**config.mk**
```make
export PLATFORM = sky130hd
export DESIGN_NAME = vx_dot8_pipe_flat
export DESIGN_NICKNAME = d
export VERILOG_FILES = /design/src/rtl/vx_dot8_pipe_if.sv /design/src/rtl/vx_dot8_pipe.sv /design/src/flat_wrapper.sv
export SDC_FILE = /design/constraint.sdc
export NUM_CORES = 2
export LEC_CHECK = 0
export BUFFER_PORTS_ARGS = -buffer_cell sky130_fd_sc_hd__buf_4
export CAP_MARGIN = 15
export CORE_MARGIN = 1
export CORE_UTILIZATION = 45
export CTS_CLUSTER_DIAMETER = 60
export DETAILED_ROUTE_END_ITERATION = 12
export GPL_ROUTABILITY_DRIVEN = 0
export PLACE_DENSITY = 0.6
export SLEW_MARGIN = 10
export SYNTH_ARGS = -nofsm -noshare
export SYNTH_HDL_FRONTEND = slang
export SYNTH_SLANG_ARGS = --single-unit
```
**constraint.sdc**
```tcl
create_clock -name clk -period 3.9 [get_ports clk]
set_input_delay 0.585 -clock clk [delete_from_list [all_inputs] [get_ports clk]]
set_output_delay 0.585 -clock clk [all_outputs]
set_load 0.01 [all_outputs]
```
**src/rtl/vx_dot8_pipe_if.sv**
```systemverilog
// vx_dot8_pipe_if: request/result handshake bundle for the DOT8 pipeline
interface vx_dot8_pipe_if #(
  parameter int NUM_LANES = 4,
  parameter int XLEN      = 32,
  parameter int TAG_WIDTH = 64
);
  logic                      valid_in;
  logic                      ready_in;
  logic                      is_signed_in;
  logic [NUM_LANES-1:0]      tmask_in;
  logic [NUM_LANES*XLEN-1:0] rs1_data_in;
  logic [NUM_LANES*XLEN-1:0] rs2_data_in;
  logic [TAG_WIDTH-1:0]      tag_in;
  logic                      valid_out;
  logic                      ready_out;
  logic [NUM_LANES-1:0]      tmask_out;
  logic [NUM_LANES*XLEN-1:0] data_out;
  logic [TAG_WIDTH-1:0]      tag_out;
  modport slave (
    input  valid_in, is_signed_in, tmask_in, rs1_data_in, rs2_data_in, tag_in, ready_out,
    output ready_in, valid_out, tmask_out, data_out, tag_out
  );
  modport master (
    output valid_in, is_signed_in, tmask_in, rs1_data_in, rs2_data_in, tag_in, ready_out,
    input  ready_in, valid_out, tmask_out, data_out, tag_out
  );
endinterface

```
**src/rtl/vx_dot8_pipe.sv**
```systemverilog
// vx_dot8_pipe: 3-stage elastic per-lane packed 8-bit dot-product pipeline
module vx_dot8_pipe #(
  parameter int NUM_LANES = 4,
  parameter int XLEN      = 32,
  parameter int TAG_WIDTH = 64
) (
  input  logic                 clk,
  input  logic                 reset,
  vx_dot8_pipe_if.slave        dot_if,
  output logic                 busy,
  output logic [31:0]          op_count
);
  logic                             s1_v_q, s2_v_q, s3_v_q;
  logic [NUM_LANES-1:0][3:0][16:0]  s1_prod_q, s1_prod_d;
  logic [NUM_LANES-1:0][18:0]       s2_sum_q, s2_sum_d;
  logic [NUM_LANES-1:0][XLEN-1:0]   s3_data_q, s3_data_d;
  logic [NUM_LANES-1:0]             s1_mask_q, s2_mask_q, s3_mask_q;
  logic [TAG_WIDTH-1:0]             s1_tag_q, s2_tag_q, s3_tag_q;
  logic [31:0]                      op_count_q;
  logic                             s3_acc, s2_adv, s1_adv;

  // 9-bit extension makes signed and unsigned bytes share one signed multiply
  function automatic logic [16:0] mul8(input logic sgn, input logic [7:0] a, input logic [7:0] b);
    logic signed [8:0] x, y;
    x = {sgn & a[7], a};
    y = {sgn & b[7], b};
    return 17'(x) * 17'(y);
  endfunction

  assign s3_acc = ~s3_v_q | dot_if.ready_out;
  assign s2_adv = ~s2_v_q | s3_acc;
  assign s1_adv = ~s1_v_q | s2_adv;

  assign dot_if.ready_in  = s1_adv;
  assign dot_if.valid_out = s3_v_q;
  assign dot_if.data_out  = s3_data_q;
  assign dot_if.tmask_out = s3_mask_q;
  assign dot_if.tag_out   = s3_tag_q;
  assign busy             = s1_v_q | s2_v_q | s3_v_q;
  assign op_count         = op_count_q;

  always_comb begin
    s1_prod_d = '0;
    s2_sum_d  = '0;
    s3_data_d = '0;
    for (int l = 0; l < NUM_LANES; l++) begin
      for (int b = 0; b < 4; b++)
        s1_prod_d[l][b] = dot_if.tmask_in[l] ?
          mul8(dot_if.is_signed_in, dot_if.rs1_data_in[l*XLEN+8*b +: 8], dot_if.rs2_data_in[l*XLEN+8*b +: 8]) : '0;
      s2_sum_d[l] = 19'($signed(s1_prod_q[l][0])) + 19'($signed(s1_prod_q[l][1]))
                  + 19'($signed(s1_prod_q[l][2])) + 19'($signed(s1_prod_q[l][3]));
      s3_data_d[l] = XLEN'($signed(s2_sum_q[l]));
    end
  end

  // payload only moves with a valid entry so idle outputs keep their last value
  always_ff @(posedge clk or negedge reset) begin
    if (!reset) begin
      s1_v_q     <= 1'b0;
      s2_v_q     <= 1'b0;
      s3_v_q     <= 1'b0;
      s1_prod_q  <= '0;
      s2_sum_q   <= '0;
      s3_data_q  <= '0;
      s1_mask_q  <= '0;
      s2_mask_q  <= '0;
      s3_mask_q  <= '0;
      s1_tag_q   <= '0;
      s2_tag_q   <= '0;
      s3_tag_q   <= '0;
      op_count_q <= '0;
    end else begin
      if (s1_adv) s1_v_q <= dot_if.valid_in;
      if (s1_adv && dot_if.valid_in) begin
        s1_prod_q <= s1_prod_d;
        s1_mask_q <= dot_if.tmask_in;
        s1_tag_q  <= dot_if.tag_in;
      end
      if (s2_adv) s2_v_q <= s1_v_q;
      if (s2_adv && s1_v_q) begin
        s2_sum_q  <= s2_sum_d;
        s2_mask_q <= s1_mask_q;
        s2_tag_q  <= s1_tag_q;
      end
      if (s3_acc) s3_v_q <= s2_v_q;
      if (s3_acc && s2_v_q) begin
        s3_data_q <= s3_data_d;
        s3_mask_q <= s2_mask_q;
        s3_tag_q  <= s2_tag_q;
      end
      if (s3_v_q && dot_if.ready_out) op_count_q <= op_count_q + 32'd1;
    end
  end
endmodule
```
**src/flat_wrapper.sv**
```systemverilog
// flat-port wrapper written by rule: the top's interface ports become plain ports
module vx_dot8_pipe_flat 
#(
  parameter int NUM_LANES = 4,
  parameter int XLEN      = 32,
  parameter int TAG_WIDTH = 64
)
  (clk, reset, busy, op_count, dot_if_valid_in, dot_if_is_signed_in, dot_if_tmask_in, dot_if_rs1_data_in, dot_if_rs2_data_in, dot_if_tag_in, dot_if_ready_out, dot_if_ready_in, dot_if_valid_out, dot_if_tmask_out, dot_if_data_out, dot_if_tag_out);
  vx_dot8_pipe_if #(.NUM_LANES(NUM_LANES), .XLEN(XLEN), .TAG_WIDTH(TAG_WIDTH)) dot_if_i ();
  input  logic clk;
  input  logic reset;
  output logic busy;
  output logic [31:0] op_count;
  input wire logic [$bits(dot_if_i.valid_in)-1:0] dot_if_valid_in;
  input wire logic [$bits(dot_if_i.is_signed_in)-1:0] dot_if_is_signed_in;
  input wire logic [$bits(dot_if_i.tmask_in)-1:0] dot_if_tmask_in;
  input wire logic [$bits(dot_if_i.rs1_data_in)-1:0] dot_if_rs1_data_in;
  input wire logic [$bits(dot_if_i.rs2_data_in)-1:0] dot_if_rs2_data_in;
  input wire logic [$bits(dot_if_i.tag_in)-1:0] dot_if_tag_in;
  input wire logic [$bits(dot_if_i.ready_out)-1:0] dot_if_ready_out;
  output wire logic [$bits(dot_if_i.ready_in)-1:0] dot_if_ready_in;
  output wire logic [$bits(dot_if_i.valid_out)-1:0] dot_if_valid_out;
  output wire logic [$bits(dot_if_i.tmask_out)-1:0] dot_if_tmask_out;
  output wire logic [$bits(dot_if_i.data_out)-1:0] dot_if_data_out;
  output wire logic [$bits(dot_if_i.tag_out)-1:0] dot_if_tag_out;
  assign dot_if_i.valid_in = dot_if_valid_in;
  assign dot_if_i.is_signed_in = dot_if_is_signed_in;
  assign dot_if_i.tmask_in = dot_if_tmask_in;
  assign dot_if_i.rs1_data_in = dot_if_rs1_data_in;
  assign dot_if_i.rs2_data_in = dot_if_rs2_data_in;
  assign dot_if_i.tag_in = dot_if_tag_in;
  assign dot_if_i.ready_out = dot_if_ready_out;
  assign dot_if_ready_in = dot_if_i.ready_in;
  assign dot_if_valid_out = dot_if_i.valid_out;
  assign dot_if_tmask_out = dot_if_i.tmask_out;
  assign dot_if_data_out = dot_if_i.data_out;
  assign dot_if_tag_out = dot_if_i.tag_out;
  vx_dot8_pipe #(.NUM_LANES(NUM_LANES), .XLEN(XLEN), .TAG_WIDTH(TAG_WIDTH)) u_core (.clk(clk), .reset(reset), .dot_if(dot_if_i), .busy(busy), .op_count(op_count));
endmodule
```
==> key figures <==
Hold path
  • Class of the worst hold path: primary input to register

Logic synthesis
  • Flip-flop and latch count after synthesis: 663
  • Yosys warns: 0
  • Synth async-reset ratio: 100.0%
  • Netlist cell types: 73
  • Synthesized instance count: 7922
  • Syn Area/Cell: 9.653 um2
  • Number of enable-type register cells in the synthesized netlist: 0
  • Net count of the mapped netlist: 10.10k
  • Most common flop cell mapped by yosys: sky130_fd_sc_hd__dfrtp_1
  • Post-Synthesis Cell Area: 76470 um2
  • Seq/Total Area, Yosys: 21.70%

Clock tree
  • Source-to-sink clock delay at the later pin of the worst-skew pair: 0.71 ns
  • Clock tree from TritonCTS: yes
  • Total number of H-tree levels: 3
  • Largest buffer count on any clock path: 3
  • Clock buffer count from CTS: 83
  • Number of clock sinks seen by CTS: 663
  • Clock transition at the registers of the reported paths: 0.06 ns
  • Cell at the root of the clock tree: sky130_fd_sc_hd__clkbuf_16

Run status
  • Outcome: finished with violations
  • Failing checks: setup timing

Place
  • Placed Area: 90300 um2
  • Input/output buffers: 559
  • Detailed placer's ending HPWL: 166.2 mm

Finish
  • Net count reported at finish: 11.47k
  • Synthesis-to-finish area growth: 26.51%
  • Fraction of final layout cells with drive strength greater than 1: 26.48%
  • Cell area after layout: 96750 um2
  • Final core utilization: 57.60%

Global routing
  • All-Layer GR Usage: 24.37%
  • Via count of the first global-routing pass: 61.96k
  • Largest net degree at the start of global routing: 131
  • Antenna violations before repair: 15
  • Congestion Overflow GR: 0
  • Global-route wire length before repair: 335.9 mm

Floorplan
  • Die Height: 414.2 um
  • Initial cell density of the core: 45.53%
  • Total I/O pin count: 560
  • Row Count: 150
  • Floorplan die area: 171600 um2
  • Floorplan core area: 168000 um2
  • Die width: 414.2 um

STA
  • F_max: 199.2 MHz
  • Number of setup violations in the final report: 144
  • Part of the cycle the worst path needs: 128.7%
  • Post-Route Skew: 0.03066 ns
  • Headroom to the max-slew limit: 36.40%
  • Clock period minus worst slack: 5.021 ns
  • Hold Violations, Final: 0
  • RSZ-0062 raised after global routing: true
  • Tightest Pin Transition: 0.9481 ns
  • Final max-slew violation count: 0
  • Worst-case setup margin in the final layout: -1.121 ns

Run
  • Max-cap viol count: 0

Drt
  • Total Routed Length: 206.1 mm
  • Per-cell via count in the routed design: 5.078
  • Drt drc: 0
  • Via count: 58.79k
  • Detailed-route wire length per cell: 17.80 um
  • Final antenna-violating net count: 0
  • Number of DRC markers in iteration 0: 3648
  • Count of TritonRoute iterations in the first routing pass: 6

Pwr
  • Maximum vdd drop: 0.4577 mV
  • Static power due to leakage: 0.05037 uW
  • Pwr/cell area: 758.0 nW/um2

Critical path
  • Arrival @ worst endpoint: 5.61 ns
  • Type of the worst setup path: primary input to register
  • Sort of element at the start of the critical path: primary input
  • Worst Path Max Fanout: 6
  • WP data required: 4.49 ns
  • Critical path capture point type: register
cell type report:
class                      instances  area (um2)
fill                           14550       71230
tap                             2204        2758
timing repair buffer            1652       13260
sequential                       663       16590
antenna                            7       17.52
multi-input combinational       5712       56800
clock inverter                    47       595.6
inverter                        1188        4459
clock buffer                     105        2270
critical path, stage by stage:
cell and delay (ns):
sky130_fd_sc_hd__buf_16 0.09, sky130_fd_sc_hd__buf_16 0.14, sky130_fd_sc_hd__buf_12 0.13, sky130_fd_sc_hd__buf_12 0.12
sky130_fd_sc_hd__clkbuf_16 0.16, sky130_fd_sc_hd__and2_4 0.19, sky130_fd_sc_hd__nand2_4 0.07, sky130_fd_sc_hd__fa_1 0.47
sky130_fd_sc_hd__inv_1 0.05, sky130_fd_sc_hd__fa_1 0.49, sky130_fd_sc_hd__fa_1 0.43, sky130_fd_sc_hd__fa_1 0.51
sky130_fd_sc_hd__inv_2 0.04, sky130_fd_sc_hd__fa_2 0.34, sky130_fd_sc_hd__inv_2 0.07, sky130_fd_sc_hd__ha_4 0.20
sky130_fd_sc_hd__or4_1 0.49, sky130_fd_sc_hd__o21ai_1 0.09, sky130_fd_sc_hd__o21ba_4 0.18, sky130_fd_sc_hd__buf_4 0.14
sky130_fd_sc_hd__a21o_1 0.18, sky130_fd_sc_hd__a21oi_2 0.12, sky130_fd_sc_hd__xor2_1 0.08, sky130_fd_sc_hd__o31ai_1 0.22
cell families (layout without fill, tap and decap cells):
kind of cell	Yosys count	after routing	synth area share, %
AO/OA/AOI/OAI	752	752	6.366
XOR/XNOR	357	357	4.089
adder cells (fa/ha/maj)	1845	1845	42.08
buffers and inverters	1547	2992	7.911
flip-flops	663	663	21.70
multiplexers	147	147	2.161
other	0	7	0
AND/OR/NAND/NOR	2611	2611	15.69
registers in the layout, indices dropped and copies added, names as in the netlist:
signal                   flops
u_core.s1_prod_q           272
u_core.op_count             32
u_core.s1_tag_q             64
u_core.dot_if.tag_out       64
u_core.s1_v_q                1
u_core.s2_sum_q             76
u_core.dot_if.data_out      76
u_core.s2_v_q                1
u_core.s2_tag_q             64
u_core.dot_if.tmask_out      4
u_core.dot_if.valid_out      1
u_core.s1_mask_q             4
u_core.s2_mask_q             4
per-stage QoR:
| step | power (uW) | setup WS (ns) | hold slack, ns | setup TNS, ns | std cells |
|---|---|---|---|---|---|
| after floorplan | 40170 | -1.487 | 0.2894 | -148.74 | 7922 |
| after global placement | 57370 | -1.786 | 0.4446 | -214.94 | 11340 |
| after detailed placement | 58080 | -1.879 | 0.4510 | -224.25 | 11340 |
| after CTS | 69850 | -1.050 | 0.004699 | -92.53 | 11538 |
| after global routing | 79980 | -1.252 | 0.01690 | -118.29 | 11578 |
| final | 73340 | -1.121 | 0.07453 | -101.76 | 11578 |
power breakdown:
part | leakage (uW) | internal, uW | switching [uW]
Sequential | 0.00843 | 9130 | 2060
Combinational | 0.0405 | 27100 | 27000
Clock | 0.00139 | 4690 | 3360
Total | 0.0504 | 40900 | 32400
placed cells by master, fill, tap and decap left out, drive strengths merged, types with 145 or more instances in the layout:
| cell | count |
|---|---|
| inv | 1200 |
| o21ai | 267 |
| ha | 633 |
| dfrtp | 663 |
| nand2 | 1499 |
| mux2 | 145 |
| nor2 | 166 |
| nand3 | 154 |
| xnor2 | 238 |
| buf | 1649 |
| and2 | 565 |
| fa | 1212 |
Yosys cell counts (19+ instances only):
cell type                     n  area share [%]
sky130_fd_sc_hd__or4_1       22            0.22
sky130_fd_sc_hd__inv_1     1185             5.8
sky130_fd_sc_hd__nor2b_1     29            0.24
sky130_fd_sc_hd__mux2_2     145             2.1
sky130_fd_sc_hd__o21ai_0    265             1.7
sky130_fd_sc_hd__buf_4       52            0.51
sky130_fd_sc_hd__dfrtp_1    663              22
sky130_fd_sc_hd__fa_1      1212              32
sky130_fd_sc_hd__nand3_1    154             1.0
sky130_fd_sc_hd__and3_1      45            0.37
sky130_fd_sc_hd__buf_2       38            0.25
sky130_fd_sc_hd__nand2b_1    43            0.35
sky130_fd_sc_hd__a211oi_1    40            0.39
sky130_fd_sc_hd__nor3_1      22            0.14
sky130_fd_sc_hd__ha_1       633              10
sky130_fd_sc_hd__and2_1     565             4.6
sky130_fd_sc_hd__nand2_1   1499             7.4
sky130_fd_sc_hd__buf_1       26            0.13
sky130_fd_sc_hd__or2_2       22            0.18
sky130_fd_sc_hd__nor2_1     166            0.81
sky130_fd_sc_hd__or3_1       19            0.16
sky130_fd_sc_hd__o31ai_1     85            0.83
sky130_fd_sc_hd__a21o_1      63            0.62
sky130_fd_sc_hd__xnor2_1    238             2.7
sky130_fd_sc_hd__o21a_1      49            0.48
sky130_fd_sc_hd__a211o_1     21            0.24
sky130_fd_sc_hd__a21oi_1    109            0.71
sky130_fd_sc_hd__clkbuf_1   243             1.2
sky130_fd_sc_hd__o21bai_1    31            0.30
sky130_fd_sc_hd__xor2_1     119             1.4
routing by layer:
layer  wire (um)  part of all wire (%)  GRT usage [%]
met5          34                 0.016              0
met4        4410                   2.1          5.608
met3       10020                   4.9          3.491
met2       98110                    48          39.55
met1       93530                    45          34.50
final timing paths:
path | from | endpoint | slack, ns | cells after the start
max | dot_if_is_signed_in | u_core.s1_prod_q[99] | -1.12 | 24
min | dot_if_tag_in[8] | u_core.s1_tag_q[8] | 0.07 | 3
max reg2reg | u_core.s1_prod_q[69] | u_core.s2_sum_q[36] | 0.18 | 12
min reg2reg | u_core.s1_tag_q[62] | u_core.s2_tag_q[62] | 0.47 | 2
max in group asynchronous | reset | u_core.dot_if.data_out[65] | 2.27 | 4
min in group asynchronous | reset | u_core.s1_tag_q[22] | 0.54 | 2
timing repair:
| action | in CTS | in global routing |
|---|---|---|
| cloned | 1 | 1 |
| hold endpoints to repair | 63 | 0 |
| buffers inserted | 46 | 51 |
| pin swaps | 157 | 308 |
| gates resized for setup | 339 | 405 |
| endpoints found under the setup margin | 144 | 147 |
| hold buffers | 1 | 0 |
Power figures use the tool's default switching activity.
